### config.mk
export PLATFORM = sky130hd
export DESIGN_NAME = serial_frame_tx
export DESIGN_NICKNAME = d
export VERILOG_FILES = /design/src/rtl/serial_frame_tx.sv
export SDC_FILE = /design/constraint.sdc
export NUM_CORES = 1
export LEC_CHECK = 0
export ABC_AREA = 1
export ABC_CLOCK_PERIOD_IN_PS = 2900
export CAP_MARGIN = 20
export CORE_MARGIN = 4
export CORE_UTILIZATION = 29
export DETAILED_ROUTE_END_ITERATION = 12
export PLACE_DENSITY = 0.57
export SLEW_MARGIN = 20
export SYNTH_ARGS = -nofsm -noshare
export SYNTH_HDL_FRONTEND = slang
export SYNTH_SLANG_ARGS = --single-unit
### constraint.sdc
create_clock -name clock -period 2.9 [get_ports clock]
set_input_delay 0.87 -clock clock [delete_from_list [all_inputs] [get_ports clock]]
set_output_delay 0.87 -clock clock [all_outputs]
set_load 0.01 [all_outputs]
### src/rtl/serial_frame_tx.sv
// Serial frame transmitter: sends preamble, payload (MSB first) and an even-parity
// bit on y_out, one bit per clock, after a valid/ready accept.
module serial_frame_tx #(
    parameter int unsigned      DATA_W   = 8,
    parameter int unsigned      PRE_W    = 4,
    parameter logic [PRE_W-1:0] PREAMBLE = 4'b1011,
    parameter logic             IDLE_BIT = 1'b0
) (
    input  logic              clock,
    input  logic              reset,
    input  logic [DATA_W-1:0] data_in,
    input  logic              valid_in,
    output logic              ready_out,
    output logic              y_out,
    output logic              frame_out,
    output logic              done_out
);

    localparam int unsigned MAX_W = (PRE_W > DATA_W) ? PRE_W : DATA_W;
    localparam int unsigned CNT_W = (MAX_W > 1) ? $clog2(MAX_W) : 1;
    localparam int unsigned FW    = PRE_W + DATA_W + 1;

    localparam logic [CNT_W-1:0] PRE_LAST  = CNT_W'(PRE_W - 1);
    localparam logic [CNT_W-1:0] DATA_LAST = CNT_W'(DATA_W - 1);

    typedef enum logic [2:0] {
        IDLE,
        PRE,
        DATA,
        PAR,
        GAP
    } state_t;

    state_t          state_q;
    logic [FW-1:0]   sh_q;
    logic [CNT_W-1:0] cnt_q;
    logic            y_q;
    logic            frame_q;
    logic            done_q;
    logic [FW-1:0]   load_d;

    // Whole frame (preamble, payload, parity) lives in one shift register;
    // the counter only tracks where the PRE/DATA boundaries fall.
    always_comb begin
        load_d = {PREAMBLE, data_in, ^data_in};
    end

    always_ff @(posedge clock or posedge reset) begin
        if (reset) begin
            state_q <= IDLE;
            sh_q    <= '0;
            cnt_q   <= '0;
            y_q     <= IDLE_BIT;
            frame_q <= 1'b0;
            done_q  <= 1'b0;
        end else begin
            case (state_q)
                IDLE: begin
                    if (valid_in) begin
                        sh_q    <= load_d << 1;
                        y_q     <= PREAMBLE[PRE_W-1];
                        frame_q <= 1'b1;
                        cnt_q   <= PRE_LAST;
                        // A one-bit preamble enters PRE with cnt=0 and leaves it on the next edge.
                        state_q <= PRE;
                    end else begin
                        y_q <= IDLE_BIT;
                    end
                end
                PRE: begin
                    y_q  <= sh_q[FW-1];
                    sh_q <= sh_q << 1;
                    if (cnt_q == '0) begin
                        cnt_q   <= DATA_LAST;
                        state_q <= DATA;
                    end else begin
                        cnt_q <= cnt_q - 1'b1;
                    end
                end
                DATA: begin
                    y_q  <= sh_q[FW-1];
                    sh_q <= sh_q << 1;
                    if (cnt_q == '0) begin
                        state_q <= PAR;
                    end else begin
                        cnt_q <= cnt_q - 1'b1;
                    end
                end
                PAR: begin
                    y_q     <= IDLE_BIT;
                    frame_q <= 1'b0;
                    done_q  <= 1'b1;
                    state_q <= GAP;
                end
                GAP: begin
                    done_q  <= 1'b0;
                    state_q <= IDLE;
                end
                default: begin
                    y_q     <= IDLE_BIT;
                    frame_q <= 1'b0;
                    done_q  <= 1'b0;
                    state_q <= IDLE;
                end
            endcase
        end
    end

    assign ready_out = (state_q == IDLE);
    assign y_out     = y_q;
    assign frame_out = frame_q;
    assign done_out  = done_q;

endmodule

==> run_results.csv <==
group,metric,value,unit
status,outcome,"complete, no violations",
clocking,ctsLongestPathBuffers,2,
timing,layout_min_cycle_time,2620,ps
floorplanning,core_area,4030,um^2
power_and_ir_drop,clockPowerShare,12.3,%
timing,slew_headroom,77.2,%
clocking,cts_buffers,3,
clocking,clockRootBuffer,"clkbuf_8",
power_and_ir_drop,sequentialPowerShare,33.4,%
timing,worstMarginPinSlew,341,ps
setup_path,critical_path_arrival,1750,ps
logic_synthesis,syn_nets,184,
routing,vias_per_cell,4.25,
timing,grt_setup_unrepaired,"false",
clocking,clock_latency,260,ps
clocking,cts_resized,0,
place,gp_congestion,0.708,
timing,fmax,382,MHz
run,maxCapViolations,0,
logic_synthesis,synth-seq-cells,21,
logic_synthesis,ys_seq_area_share,43.0,%
setup_path,worstSetupPathType,"reg2out",
clocking,postCtsHoldBufs,0,
timing,tns,0,ps
layout,drive_gt1_share,9.63,%
power_and_ir_drop,power_leakage,0.000760,uW
power_and_ir_drop,p_sw_share,45.5,%
timing,finClkSkew,8.49,ps
setup_path,end_kind,"output port",
global_routing,grt_pass1_vias,1000,
routing,drt_iter0_drc,62,
logic_synthesis,yosys-top-cells-area,"dfrtp_1 (43%), nand2_1 (19%), inv_1 (6.8%)",
routing,remaining_drc_errors,0,
routing,dr.pass1.iters,4,
global_routing,grt_antenna_before_repair,0,
logic_synthesis,syn_area,1220,um^2
logic_synthesis,synth_top_cell_by_area,"dfrtp_1",
logic_synthesis,synth_top_area_share,43.0,%
setup_path,required,2030,ps
routing,drt-wirelength-per-cell,10.0,um
timing,setup_viol,0,
floorplanning,die_area,5320,um^2
global_routing,grt_overflow,0,
clocking,clkSinkCount,21,
clocking,ctsHtreeMaxLevel,1,
power_and_ir_drop,pwr-share-comb,54.3,%
setup_path,crit_chain,"nor2_4 -> nand2_2 -> inv_2 -> clkdlybuf4s50_1",
global_routing,grt_max_degree,22,
routing,ant_nets,0,
global_routing,grt_pass1_wl,4190,um
clocking,cts_setup_buffers,0,
floorplanning,rows,23,
power_and_ir_drop,p_total,1590,uW
timing,hold_viol,0,
setup_path,crit_path_start_kind,"flop",
place,dp_hpwl,1800,um
setup_path,critPathBufInv,2,
floorplanning,fp.dieW,72.9,um
routing,dr_total_vias,1008,
setup_path,slowest_delay,530,ps
layout,syn2layout_area_growth,18.9,%
timing,min_period_over_period,90.3,%
floorplanning,dieHeight,72.9,um
power_and_ir_drop,internal-power,867,uW
floorplanning,initial_core_util,30.3,%
power_and_ir_drop,vdd_drop_max,0.000235,V
timing,finalMaxSlewViolations,0,
logic_synthesis,synth.distinct_cells,20,
routing,routed_wl,2380,um
layout,nets,201,
logic_synthesis,syn_avg_cell_area,7.15,um^2
power_and_ir_drop,power_density,1090,nW/um^2
global_routing,track_usage,10.3,%
clocking,path_clk_slew,80,ps
logic_synthesis,synthCells,171,
place,io_buffer_count,14,
layout,diodes,0,
clocking,tritoncts,"yes",
power_and_ir_drop,power.switching,723,uW
floorplanning,pin_count,15,
logic_synthesis,yosys_warnings,0,
setup_path,crit_slowest_cell,"clkdlybuf4s50_1",
min_path,worstHoldPathType,"reg2reg",
layout,fillers,449,
setup_path,cp_max_fo,12,
setup_path,critPathTopFamily,"buffers and inverters",
==> worst min-delay path, cell delays in order, from the launching register on <==
cell and delay (ps):
dfrtp_1 350, nand2_1 60, nand2_1 50
==> final timing paths <==
path	from	end	slack (ps)	cells after the start
worst max-delay path	state_q[1]	ready_out	280	4
worst min-delay path	sh_q[1]	sh_q[1]	490	2
worst max register to register	state_q[1]	sh_q[10]	1350	8
worst min register to register	sh_q[1]	sh_q[1]	490	2
max in group asynchronous	reset	cnt_q[1]	1740	3
min in group asynchronous	reset	sh_q[9]	940	3
==> per-stage QoR <==
stage | hold WS, ps | setup slack [ps] | cells | instance area [um^2] | util (%)
after floorplan | 450 | 1300 | 171 | 1220 | -
after global placement | 466 | 595 | 233 | 1410 | 34.9
after detailed placement | 470 | 557 | 233 | 1410 | 34.9
after CTS | 494 | 266 | 237 | 1450 | 36.1
after global routing | 513 | 167 | 237 | 1450 | 36.1
final | 490 | 281 | 237 | 1450 | 36.1
==> final cells by class <==
cell class              count  area [um^2]  area share, %
flip-flops and latches     21          526           36.1
inverters                  26          100           6.88
well taps                  50         62.6           4.30
multi-input cells         121          569           39.2
clock inverters             1         7.51          0.516
clock buffers               3         41.3           2.84
repair buffers             15          148           10.2
==> placed cells by master (no fill, tap or decap), drive strengths merged <==
| cell type | Yosys | layout |
|---|---|---|
| nand2 | 66 | 66 |
| inv | 26 | 26 |
| nor2 | 24 | 24 |
| dfrtp | 21 | 21 |
| o21ai | 15 | 15 |
| clkdlybuf4s50 | 0 | 14 |
| nand3 | 7 | 7 |
| a21oi | 3 | 3 |
| clkbuf | 0 | 3 |
| xnor2 | 2 | 2 |
| ha | 2 | 2 |
| o211ai | 1 | 1 |
| o22ai | 1 | 1 |
| clkinvlp | 0 | 1 |
| buf | 3 | 1 |
==> flip-flops by register name, indices dropped and copies added, names as in the netlist <==
register / flops
frame_out: 1
sh_q: 12
state_q: 3
done_out: 1
cnt_q: 3
y_out: 1
==> synthesized netlist by cell type <==
cell type  count
nand2_2        2
o22ai_1        1
inv_2          3
nor2_4         3
inv_4          1
o21ai_1        9
inv_1         22
dfrtp_1       21
nand3_1        7
o211ai_1       1
nor2_1        21
nand2_4        2
a21oi_1        3
o21ai_2        2
buf_2          1
o21ai_0        4
xnor2_1        2
nand2_1       62
ha_1           2
buf_6          2
==> metal layers <==
metal / track usage, % / wire length, um / vias up
met5: 0 / 0 / -
met4: 4.92 / 25 / 0
met3: 2.07 / 102 / 2
met2: 17.0 / 989 / 18
met1: 12.8 / 1260 / 437
li1: - / - / 551
==> cells by family (layout without fill, tap and decap cells) <==
kind of cell | after synthesis | after routing | synth area share (%)
fa+ha+maj | 2 | 2 | 2.05
buf+inv | 29 | 45 | 10.4
simple gates | 97 | 97 | 34.0
compound gates | 20 | 20 | 9.11
xor+xnor | 2 | 2 | 1.43
flops | 21 | 21 | 43.0
==> power by group through the flow <==
stage	Clock [uW]	Combinational, uW	Sequential [uW]
floorplan	0	704	528
global placement	0	864	532
detailed placement	0	883	537
CTS	205	886	533
global route	217	1020	553
finish	195	864	531
No activity file was read; power rests on OpenSTA's default activity.
